--- config.mk ---
export PLATFORM = sky130hd
export DESIGN_NAME = uart_rx_core_flat
export DESIGN_NICKNAME = d
export VERILOG_FILES = /design/src/rtl/uart_rx_core_pkg.sv /design/src/rtl/uart_rx_core_if.sv /design/src/rtl/uart_rx_sync.sv /design/src/rtl/uart_rx_core.sv /design/src/flat_wrapper.sv
export SDC_FILE = /design/constraint.sdc
export NUM_CORES = 1
export LEC_CHECK = 0
export BUFFER_PORTS_ARGS = -buffer_cell sky130_fd_sc_hd__buf_2
export CAP_MARGIN = 25
export CELL_PAD_IN_SITES_DETAIL_PLACEMENT = 1
export CELL_PAD_IN_SITES_GLOBAL_PLACEMENT = 1
export CORE_ASPECT_RATIO = 1.75
export CORE_MARGIN = 2
export CORE_UTILIZATION = 49
export CTS_CLUSTER_SIZE = 10
export DETAILED_ROUTE_END_ITERATION = 16
export PLACE_DENSITY = 0.8
export SLEW_MARGIN = 20
export SYNTH_ARGS = -nofsm -noshare
export SYNTH_HDL_FRONTEND = slang
export SYNTH_HIERARCHICAL = 1
export SYNTH_SLANG_ARGS = --single-unit
--- constraint.sdc ---
create_clock -name clk -period 2.95 [get_ports clk]
set_clock_uncertainty 0.15 [all_clocks]
set_input_delay 0.295 -clock clk [delete_from_list [all_inputs] [get_ports clk]]
set_output_delay 0.295 -clock clk [all_outputs]
set_load 0.03 [all_outputs]
--- src/rtl/uart_rx_core_pkg.sv ---
// Shared UART receive definitions: RX state encodings, FIFO status masks and bit helpers.
// The `RX_STATE_* and `Fifo_* macros stand in for the codebase's uart_defines.v.
`ifndef UART_DEFINES_V
`define UART_DEFINES_V
`define RX_STATE_IDLE   3'd0
`define RX_STATE_START  3'd1
`define RX_STATE_DATA   3'd2
`define RX_STATE_PARITY 3'd3
`define RX_STATE_STOP   3'd4
`define RX_STATE_WRITE  3'd5
`define Fifo_Empty      4'b0001
`define Fifo_AEmpty     4'b0010
`define Fifo_Full       4'b0100
`endif

package uart_rx_core_pkg;

    typedef struct packed {
        logic frame;
        logic parity;
        logic overrun;
    } rx_flags_t;

    function automatic logic maj3(input logic a, input logic b, input logic c);
        return (a & b) | (a & c) | (b & c);
    endfunction

endpackage

--- src/rtl/uart_rx_core_if.sv ---
// RX FIFO write port plus receive status flags between the UART receiver and its FIFO/status logic.
interface uart_rx_core_if #(
    parameter int DATA_WIDTH = 8
);
    logic [DATA_WIDTH-1:0] fwdata;
    logic                  fwrite;
    logic [3:0]            fwstatus;
    logic                  parity_err;
    logic                  frame_err;
    logic                  overrun_err;

    modport master (
        output fwdata, fwrite, parity_err, frame_err, overrun_err,
        input  fwstatus
    );

    modport slave (
        input  fwdata, fwrite, parity_err, frame_err, overrun_err,
        output fwstatus
    );
endinterface

--- src/rtl/uart_rx_sync.sv ---
// Two-flop synchroniser for an asynchronous input plus one delay flop for edge detection.
module uart_rx_sync #(
    parameter logic RESET_VAL = 1'b1
) (
    input  logic clk,
    input  logic reset_n,
    input  logic async_in,
    output logic rx_s,
    output logic rx_d
);
    logic meta_r;
    logic sync_r;
    logic dly_r;

    // Synchroniser chain; resets to the line's idle level so no false edge follows reset.
    always_ff @(posedge clk or negedge reset_n) begin
        if (!reset_n) begin
            meta_r <= RESET_VAL;
            sync_r <= RESET_VAL;
            dly_r  <= RESET_VAL;
        end else begin
            meta_r <= async_in;
            sync_r <= meta_r;
            dly_r  <= sync_r;
        end
    end

    assign rx_s = sync_r;
    assign rx_d = dly_r;
endmodule

--- src/rtl/uart_rx_core.sv ---
// UART receive core: start/data(LSB first)/even-parity/stop frames into RX FIFO writes.
// Build option UART_RX_MAJORITY_VOTE_EN: each bit is the 2-of-3 majority around mid-bit.
module uart_rx_core
    import uart_rx_core_pkg::*;
#(
    parameter int DATA_WIDTH   = 8,
    parameter int CLKS_PER_BIT = 3
) (
    input  logic           clk,
    input  logic           reset_n,
    input  logic           enable_uart,
    input  logic           RX,
    uart_rx_core_if.master fifo_if
);
    localparam int CNT_W = $clog2(CLKS_PER_BIT);
    localparam int IDX_W = (DATA_WIDTH > 1) ? $clog2(DATA_WIDTH) : 1;
    localparam int MID   = CLKS_PER_BIT / 2;
    localparam logic [CNT_W-1:0] CNT_LAST = CNT_W'(CLKS_PER_BIT - 1);
    localparam logic [IDX_W-1:0] IDX_LAST = IDX_W'(DATA_WIDTH - 1);
`ifdef UART_RX_MAJORITY_VOTE_EN
    localparam logic [CNT_W-1:0] CNT_SAMPLE = CNT_W'(MID + 1);
`else
    localparam logic [CNT_W-1:0] CNT_SAMPLE = CNT_W'(MID);
`endif

    localparam logic [2:0] ST_IDLE   = `RX_STATE_IDLE;
    localparam logic [2:0] ST_START  = `RX_STATE_START;
    localparam logic [2:0] ST_DATA   = `RX_STATE_DATA;
    localparam logic [2:0] ST_PARITY = `RX_STATE_PARITY;
    localparam logic [2:0] ST_STOP   = `RX_STATE_STOP;
    localparam logic [2:0] ST_WRITE  = `RX_STATE_WRITE;

    function automatic logic even_parity(input logic [DATA_WIDTH-1:0] d);
        return ^d;
    endfunction

    logic rx_s;
    logic rx_d;

    uart_rx_sync #(.RESET_VAL(1'b1)) u_sync (
        .clk      (clk),
        .reset_n  (reset_n),
        .async_in (RX),
        .rx_s     (rx_s),
        .rx_d     (rx_d)
    );

    logic [2:0]            state_r,  state_s;
    logic [CNT_W-1:0]      cnt_r,    cnt_s;
    logic [IDX_W-1:0]      idx_r,    idx_s;
    logic [DATA_WIDTH-1:0] shift_r,  shift_s;
    logic [DATA_WIDTH-1:0] fwdata_r, fwdata_s;
    logic                  par_r,    par_s;
    logic                  stop_r,   stop_s;
    logic                  pend_r,   pend_s;
    logic                  fwrite_r, fwrite_s;
    rx_flags_t             flags_r,  flags_s;

    logic                  edge_s;
    logic                  wrap_s;
    logic [CNT_W-1:0]      cnt_inc_s;
    logic                  sample_en_s;
    logic                  sample_bit_s;

    // Bit cells are aligned to rx_d: cnt==k sees the k-th clock of the current bit on rx_d.
    assign edge_s      = rx_d & ~rx_s;
    assign wrap_s      = (cnt_r == CNT_LAST);
    assign cnt_inc_s   = wrap_s ? {CNT_W{1'b0}} : (cnt_r + CNT_W'(1));
    assign sample_en_s = (cnt_r == CNT_SAMPLE);

`ifdef UART_RX_MAJORITY_VOTE_EN
    logic hist1_r;
    logic hist2_r;

    // Two-deep rx_d history so the decision clock sees the samples at MID-1, MID and MID+1.
    always_ff @(posedge clk or negedge reset_n) begin
        if (!reset_n) begin
            hist1_r <= 1'b1;
            hist2_r <= 1'b1;
        end else begin
            hist1_r <= rx_d;
            hist2_r <= hist1_r;
        end
    end

    assign sample_bit_s = maj3(hist2_r, hist1_r, rx_d);
`else
    assign sample_bit_s = rx_d;
`endif

    // Frame FSM next-state, datapath and single-cycle WRITE decision.
    always_comb begin
        state_s  = state_r;
        cnt_s    = cnt_r;
        idx_s    = idx_r;
        shift_s  = shift_r;
        fwdata_s = fwdata_r;
        par_s    = par_r;
        stop_s   = stop_r;
        pend_s   = pend_r;
        fwrite_s = 1'b0;
        flags_s  = '0;
        if (!enable_uart) begin
            state_s = ST_IDLE;
        end else begin
            case (state_r)
                ST_IDLE: begin
                    if (edge_s) begin
                        cnt_s   = {CNT_W{1'b0}};
                        state_s = ST_START;
                    end else begin
                        state_s = ST_IDLE;
                    end
                end
                ST_START: begin
                    cnt_s = cnt_inc_s;
                    if (sample_en_s && sample_bit_s) begin
                        state_s = ST_IDLE;
                    end else if (wrap_s) begin
                        idx_s   = {IDX_W{1'b0}};
                        state_s = ST_DATA;
                    end else begin
                        state_s = ST_START;
                    end
                end
                ST_DATA: begin
                    cnt_s = cnt_inc_s;
                    if (sample_en_s) begin
                        shift_s = {sample_bit_s, shift_r[DATA_WIDTH-1:1]};
                    end else begin
                        shift_s = shift_r;
                    end
                    if (wrap_s && (idx_r == IDX_LAST)) begin
                        state_s = ST_PARITY;
                    end else if (wrap_s) begin
                        idx_s = idx_r + IDX_W'(1);
                    end else begin
                        state_s = ST_DATA;
                    end
                end
                ST_PARITY: begin
                    cnt_s = cnt_inc_s;
                    if (sample_en_s) begin
                        par_s = sample_bit_s;
                    end else begin
                        par_s = par_r;
                    end
                    if (wrap_s) begin
                        state_s = ST_STOP;
                    end else begin
                        state_s = ST_PARITY;
                    end
                end
                ST_STOP: begin
                    cnt_s = cnt_inc_s;
                    if (sample_en_s) begin
                        stop_s  = sample_bit_s;
                        // A start edge can already be on the line at this clock; keep it for WRITE.
                        pend_s  = edge_s;
                        state_s = ST_WRITE;
                    end else begin
                        state_s = ST_STOP;
                    end
                end
                ST_WRITE: begin
                    if (!stop_r) begin
                        flags_s.frame = 1'b1;
                    end else if (par_r != even_parity(shift_r)) begin
                        flags_s.parity = 1'b1;
                    end else if ((fifo_if.fwstatus & `Fifo_Full) != 4'b0000) begin
                        flags_s.overrun = 1'b1;
                    end else begin
                        fwrite_s = 1'b1;
                        fwdata_s = shift_r;
                    end
                    pend_s = 1'b0;
                    if (pend_r) begin
                        cnt_s   = CNT_W'(1);
                        state_s = ST_START;
                    end else if (edge_s) begin
                        cnt_s   = {CNT_W{1'b0}};
                        state_s = ST_START;
                    end else begin
                        state_s = ST_IDLE;
                    end
                end
                default: begin
                    state_s = ST_IDLE;
                end
            endcase
        end
    end

    // State and registered outputs.
    always_ff @(posedge clk or negedge reset_n) begin
        if (!reset_n) begin
            state_r  <= ST_IDLE;
            cnt_r    <= {CNT_W{1'b0}};
            idx_r    <= {IDX_W{1'b0}};
            shift_r  <= {DATA_WIDTH{1'b0}};
            fwdata_r <= {DATA_WIDTH{1'b0}};
            par_r    <= 1'b0;
            stop_r   <= 1'b0;
            pend_r   <= 1'b0;
            fwrite_r <= 1'b0;
            flags_r  <= '0;
        end else begin
            state_r  <= state_s;
            cnt_r    <= cnt_s;
            idx_r    <= idx_s;
            shift_r  <= shift_s;
            fwdata_r <= fwdata_s;
            par_r    <= par_s;
            stop_r   <= stop_s;
            pend_r   <= pend_s;
            fwrite_r <= fwrite_s;
            flags_r  <= flags_s;
        end
    end

    assign fifo_if.fwdata      = fwdata_r;
    assign fifo_if.fwrite      = fwrite_r;
    assign fifo_if.parity_err  = flags_r.parity;
    assign fifo_if.frame_err   = flags_r.frame;
    assign fifo_if.overrun_err = flags_r.overrun;
endmodule

--- src/flat_wrapper.sv ---
// flat-port wrapper written by rule: the top's interface ports become plain ports
module uart_rx_core_flat import uart_rx_core_pkg::*;
#(
    parameter int DATA_WIDTH   = 8,
    parameter int CLKS_PER_BIT = 3
)
  (clk, reset_n, enable_uart, RX, fifo_if_fwdata, fifo_if_fwrite, fifo_if_parity_err, fifo_if_frame_err, fifo_if_overrun_err, fifo_if_fwstatus);
  uart_rx_core_if #(.DATA_WIDTH(DATA_WIDTH)) fifo_if_i ();
  input  logic clk;
  input  logic reset_n;
  input  logic enable_uart;
  input  logic RX;
  output wire logic [$bits(fifo_if_i.fwdata)-1:0] fifo_if_fwdata;
  output wire logic [$bits(fifo_if_i.fwrite)-1:0] fifo_if_fwrite;
  output wire logic [$bits(fifo_if_i.parity_err)-1:0] fifo_if_parity_err;
  output wire logic [$bits(fifo_if_i.frame_err)-1:0] fifo_if_frame_err;
  output wire logic [$bits(fifo_if_i.overrun_err)-1:0] fifo_if_overrun_err;
  input wire logic [$bits(fifo_if_i.fwstatus)-1:0] fifo_if_fwstatus;
  assign fifo_if_fwdata = fifo_if_i.fwdata;
  assign fifo_if_fwrite = fifo_if_i.fwrite;
  assign fifo_if_parity_err = fifo_if_i.parity_err;
  assign fifo_if_frame_err = fifo_if_i.frame_err;
  assign fifo_if_overrun_err = fifo_if_i.overrun_err;
  assign fifo_if_i.fwstatus = fifo_if_fwstatus;
  uart_rx_core #(.DATA_WIDTH(DATA_WIDTH), .CLKS_PER_BIT(CLKS_PER_BIT)) u_core (.clk(clk), .reset_n(reset_n), .enable_uart(enable_uart), .RX(RX), .fifo_if(fifo_if_i));
endmodule
== Word-level counts from Yosys, hierarchy flattened ==
Cells that the tools add are included.

* Input port bits: 8
* Logic and storage cells: 84
* Register bits: 34

* Equality and inequality tests: 15
* Bitwise gates (word level): 4
* Reductions and logical operators: 15
* $add $sub $neg: 2
* Mux-type cells: 33

{| class="wikitable"
|+ Operator list
! kind !! count
|-
| 3-bit two-way mux || 11
|-
| 3-bit one-hot mux with 6 select lines || 1
|-
| 1-bit two-way mux || 13
|-
| 3-bit AND reduction || 4
|-
| 2-bit two-way mux || 5
|-
| 3-bit == test, second input constant || 3
|-
| 8-bit XOR reduction || 1
|-
| 3-bit by 2-bit == test with 1-bit output, second input constant || 2
|-
| 2-bit by 1-bit != test with 1-bit output, second input constant || 3
|-
| 2-bit one-hot mux with 3 select lines || 1
|-
| 3-bit one-hot mux with 2 select lines || 1
|-
| 6-bit AND reduction || 1
|-
| 5-bit AND reduction || 1
|-
| 2-bit != test, second input constant || 2
|-
| 4-bit != test, second input constant || 1
|-
| 2-bit nonzero test || 2
|-
| 4-bit OR reduction || 1
|-
| 3-bit by 1-bit adder with 3-bit output, second input constant || 1
|-
| 3-bit by 1-bit == test with 1-bit output, second input constant || 1
|-
| 3-bit zero test || 1
|-
| 1-bit inverter || 3
|-
| 3-bit nonzero test || 1
|-
| 2-bit by 1-bit adder with 2-bit output, second input constant || 1
|-
| 2-bit by 1-bit == test with 1-bit output, second input constant || 1
|-
| 6 further kinds || 7
|}

== Longest topological paths before layout ==
* Word-level depth: 6
* Depth in mapped cells: 6

== Hierarchy ==
Netlist, hierarchy kept.

{| class="wikitable"
|+ Modules (own cells, without submodules)
! module !! area each (um^2) !! instances !! cells each !! sequential area each (um^2)
|-
| uart_rx_core || 1594.0 || 1 || 138 || 775.7
|-
| uart_rx_sync || 78.8 || 1 || 3 || 78.8
|}

== Least setup slack after synthesis ==
No wires, ideal clock.

* Path type: flip-flop to flip-flop
* Start: register u_core.shift_r[2]
* End: register u_core.fwdata_r[0] (netlist: u_core/fifo_if.fwdata[0])
* Setup time: 0.125 ns
* Period minus slack after synthesis: 1.958 ns
* Slack: 0.992 ns
* Data arrival time: 1.683 ns
* Stages on the path, launching flop included: 5
* Cell sequence: dfrtp_1 > xor2_1 > xnor3_2 > mux2i_4 > mux2_2

* Cells in the longest elaborated chain, start to end: 4

{| class="wikitable"
|+ RTL lines
! item !! line !! RTL
|-
| start, declared || uart_rx_core.sv:51 || <nowiki>logic [DATA_WIDTH-1:0] shift_r, shift_s;</nowiki>
|-
| start signal, assigned || uart_rx_core.sv:200 || <nowiki>shift_r <= {DATA_WIDTH{1'b0}};</nowiki>
|-
| start signal, assigned || uart_rx_core.sv:211 || <nowiki>shift_r <= shift_s;</nowiki>
|-
| 8-bit XOR reduction || uart_rx_core.sv:34 || <nowiki>return ^d;</nowiki>
|-
| 1-bit != test || uart_rx_core.sv:168 || <nowiki>end else if (par_r != even_parity(shift_r)) begin</nowiki>
|-
| 1-bit inverter (no source line) || - ||
|-
| 5-bit AND reduction (no source line) || - ||
|-
| end signal, assigned || uart_rx_core.sv:201 || <nowiki>fwdata_r <= {DATA_WIDTH{1'b0}};</nowiki>
|-
| end signal, assigned || uart_rx_core.sv:212 || <nowiki>fwdata_r <= fwdata_s;</nowiki>
|-
| end, declared || uart_rx_core.sv:52 || <nowiki>logic [DATA_WIDTH-1:0] fwdata_r, fwdata_s;</nowiki>
|}

Every way passes these cells.
A chain may end at the register's enable or synchronous reset.

== Final worst setup path ==
* Start: register u_core.state_r[1]
* End: register u_core.shift_r[3]

* Cells in the longest elaborated chain, start to end: 2

{| class="wikitable"
|+ RTL lines
! item !! line !! RTL
|-
| start, declared || uart_rx_core.sv:48 || <nowiki>logic [2:0] state_r, state_s;</nowiki>
|-
| start signal, assigned || uart_rx_core.sv:208 || <nowiki>state_r <= state_s;</nowiki>
|-
| 3-bit by 2-bit == test with 1-bit output || uart_rx_core.sv:106 || <nowiki>case (state_r)</nowiki>
|-
| 3-bit AND reduction (no source line) || - ||
|}

Every way passes these cells.

==> flow_metrics.env <==
export IMPL_grt_setup_unrepaired="false"
export IMPL_grt_pass1_vias=1286
export IMPL_first_pass_iters=3
export IMPL_leakage_nw=0.949
export IMPL_syn_nets=151
export IMPL_wl_um=3610
export IMPL_fmax_mhz=450
export IMPL_fin_ws_ns=0.728
export IMPL_slowest_delay_ns=0.60
export IMPL_cellInternalPower_w=0.000798
export IMPL_io_pins=20
export IMPL_drt_iter0_drc=9
export IMPL_required_ns=2.96
export IMPL_yosys_top_cells_area="dfrtp_1 46%, mux2_2 13%, dfstp_2 4.7%"
export IMPL_ctsResizeCount=0
export IMPL_globalplace_congestion=0.879
export IMPL_placed_cell_area_um2=1800
export IMPL_layout_drive_gt1_share_pct=32.5
export IMPL_p_sw_w=0.000335
export IMPL_final_cell_mix="31 x dfrtp_1, 19 x mux2_2, 16 x buf_2"
export IMPL_final_common_cell="dfrtp_1"
export IMPL_start_kind="register"
export IMPL_core_um2=3330
export IMPL_fin_area_um2=1910
export IMPL_finalCritPeriodShare_pct=75.3
export IMPL_synth_warnings=6
export IMPL_cp_max_fo=13
export IMPL_overflow=0
export IMPL_finalCriticalPeriod_ns=2.22
export IMPL_crit_chain="nor2b_1 > nand2b_1 > nor2_1 > mux2_2"
export IMPL_arrival_ns=2.23
export IMPL_synth_edf_count=0
export IMPL_synthArstFlopShare_pct=100
export IMPL_ys_ff_latch=34
export IMPL_hold_viol_final=0
export IMPL_seq_power_share_pct=50.3
export IMPL_rows=28
export IMPL_clk_path_buf_depth=2
export IMPL_wl_per_cell_um=17.3
export IMPL_vias_per_cell=5.54
export IMPL_dieArea_um2=3920
export IMPL_cts_tree="done"
export IMPL_crit_type="reg2reg"
export IMPL_hold_path_class="in2reg"
export IMPL_final_nets=172
export IMPL_clkLatencyLatePin_ns=0.28
export IMPL_cts_buffers=5
export IMPL_switching_share_pct=29.5
export IMPL_initial_core_util_pct=50.3
export IMPL_pre_cts_ws_ns=0.736
export IMPL_synth_flop_cell="dfrtp_1"
export IMPL_fin_util_pct=57.4
export IMPL_status="complete, no violations"
export IMPL_syn_to_final_growth_pct=14.1
export IMPL_yosysTopAreaCell="dfrtp_1"
export IMPL_chipWidth_um=48.2
export IMPL_cp_top_family="simple AND/OR/NAND/NOR gates"
export IMPL_slew_headroom_pct=50.4
export IMPL_maxCapViolCount=0
export IMPL_setup_tns_ns=0
export IMPL_endpoint_kind="register"
export IMPL_grt_max_degree=35
export IMPL_avgSynthCellArea_um2=11.9
export IMPL_cts_root_buffer="clkbuf_8"
export IMPL_netlist_instances=141
export IMPL_diodes=0
export IMPL_h_tree_depth=2
export IMPL_synth_top_area_share_pct=46.4
export IMPL_path_buf_inv=0
export IMPL_cp_slowest_cell="dfrtp_1"
export IMPL_grt_pass1_wl_um=6010
export IMPL_reg2reg_slack_ns=0.73
export IMPL_ant_nets=0
export IMPL_drv_slew=0
export IMPL_grt_usage_pct=22.2
export IMPL_ir_drop_mv=0.476
export IMPL_ys_types=36
export IMPL_grt_antenna_before_repair=0
export IMPL_die_h_um=81.3
export IMPL_comb_power_share_pct=18.7
export IMPL_fin_total_pwr_w=0.00113
export IMPL_cts_clk_slew_worst_paths_ns=0.07
export IMPL_vias=1152
export IMPL_dp_hpwl_um=2650
export IMPL_port_buffers=16
export IMPL_cts_sinks=34
export IMPL_setup_viol=0
export IMPL_power_density_nw_per_um2=593
export IMPL_syn_cell_area_um2=1670
export IMPL_ys_seq_area_share_pct=51.1
export IMPL_drc=0
export IMPL_clkPwrFrac_pct=31.1
export IMPL_worst_pin_slew_ns=0.745
export IMPL_fillCellCount=355
-- worst paths after layout --
check / startpoint / cells after the start / to
min: fifo_if_fwstatus[2] / 3 / u_core/fifo_if.overrun_err
max: u_core/state_r[1] / 4 / u_core/shift_r[3]
max reg2reg: u_core/state_r[1] / 4 / u_core/shift_r[3]
max in group asynchronous: reset_n / 2 / u_core/pend_r
min reg2reg: u_core/u_sync/meta_r / 0 / u_core/u_sync/rx_s
min in group asynchronous: reset_n / 2 / u_core/state_r[0]
-- area by class of cell --
cell class              instances  area [µm²]  area share (%)
clock buffers                   7        86.3            4.52
clock inverters                 1        5.00           0.262
inverters                       4        15.0           0.786
multi-input cells              98         785            41.1
flip-flops and latches         34         855            44.8
well taps                      45        56.3            2.95
repair buffers                 19         108            5.64
-- flip-flops by register name (all words and copies together), names as in the netlist, 2 cells and up --
name and cells:
u_core/shift_r 8, u_core/cnt_r 2, u_core/state_r 3, u_core/fifo_if.fwdata 8, u_core/idx_r 3
-- metrics by stage --
step / hold WS, ns / cells
floorplan: -0.151 / 141
global placement: 0.197 / 198
detailed placement: 0.198 / 198
CTS: 0.127 / 208
global route: 0.137 / 208
finish: 0.128 / 208
-- power groups by stage --
stage | Sequential (W) | Clock [W] | Combinational (W)
finish | 0.000569 | 0.000352 | 0.000211
global route | 0.000579 | 0.000389 | 0.000237
CTS | 0.000567 | 0.000364 | 0.000213
detailed placement | 0.000576 | 0 | 0.000209
global placement | 0.000572 | 0 | 0.000192
floorplan | 0.000539 | 0 | 0.000184
-- worst min-delay path: stages --
cell and delay (ns):
buf_2 0.13, nand2_1 0.06, nor2_1 0.04
-- kinds of logic after synthesis --
family / after synthesis / share of synthesized area (%)
xor gates and xnor gates: 7 / 5.46
and+or+nand+nor: 49 / 17.3
adders and majority gates: 2 / 1.50
DFF: 34 / 51.1
AOI/OAI and AO/OA: 17 / 6.73
buffers and inverters: 9 / 2.02
muxes: 23 / 15.9
-- cell usage after synthesis, drive strengths merged (2+ instances only) --
library cell	instances
and2	2
xnor2	2
nor3b	3
mux2i	4
dfstp	3
nand2	12
or3	2
o21a	2
nor2b	4
clkbuf	5
inv	4
dfrtp	31
ha	2
nor2	9
nand2b	4
mux2	19
nand3b	4
o21ai	7
nand3	3
xor2	3
a21oi	2
xnor3	2
-- repair_timing --
action                                  4_1_cts  5_1_grt
setup buffers                                 0        0
hold buffers                                  2        0
endpoints found under the setup margin        0        0
endpoints found under the hold margin        32        0
-- metal layers --
metal / global-route usage, % / up-vias / share of wire (%)
li1: - / 532 / -
met1: 21.0 / 597 / 36
met2: 41.8 / 16 / 61
met3: 4.89 / 7 / 1.7
met4: 8.65 / 0 / 1.9
met5: 0 / - / 0
Power figures use the tool's default switching activity.
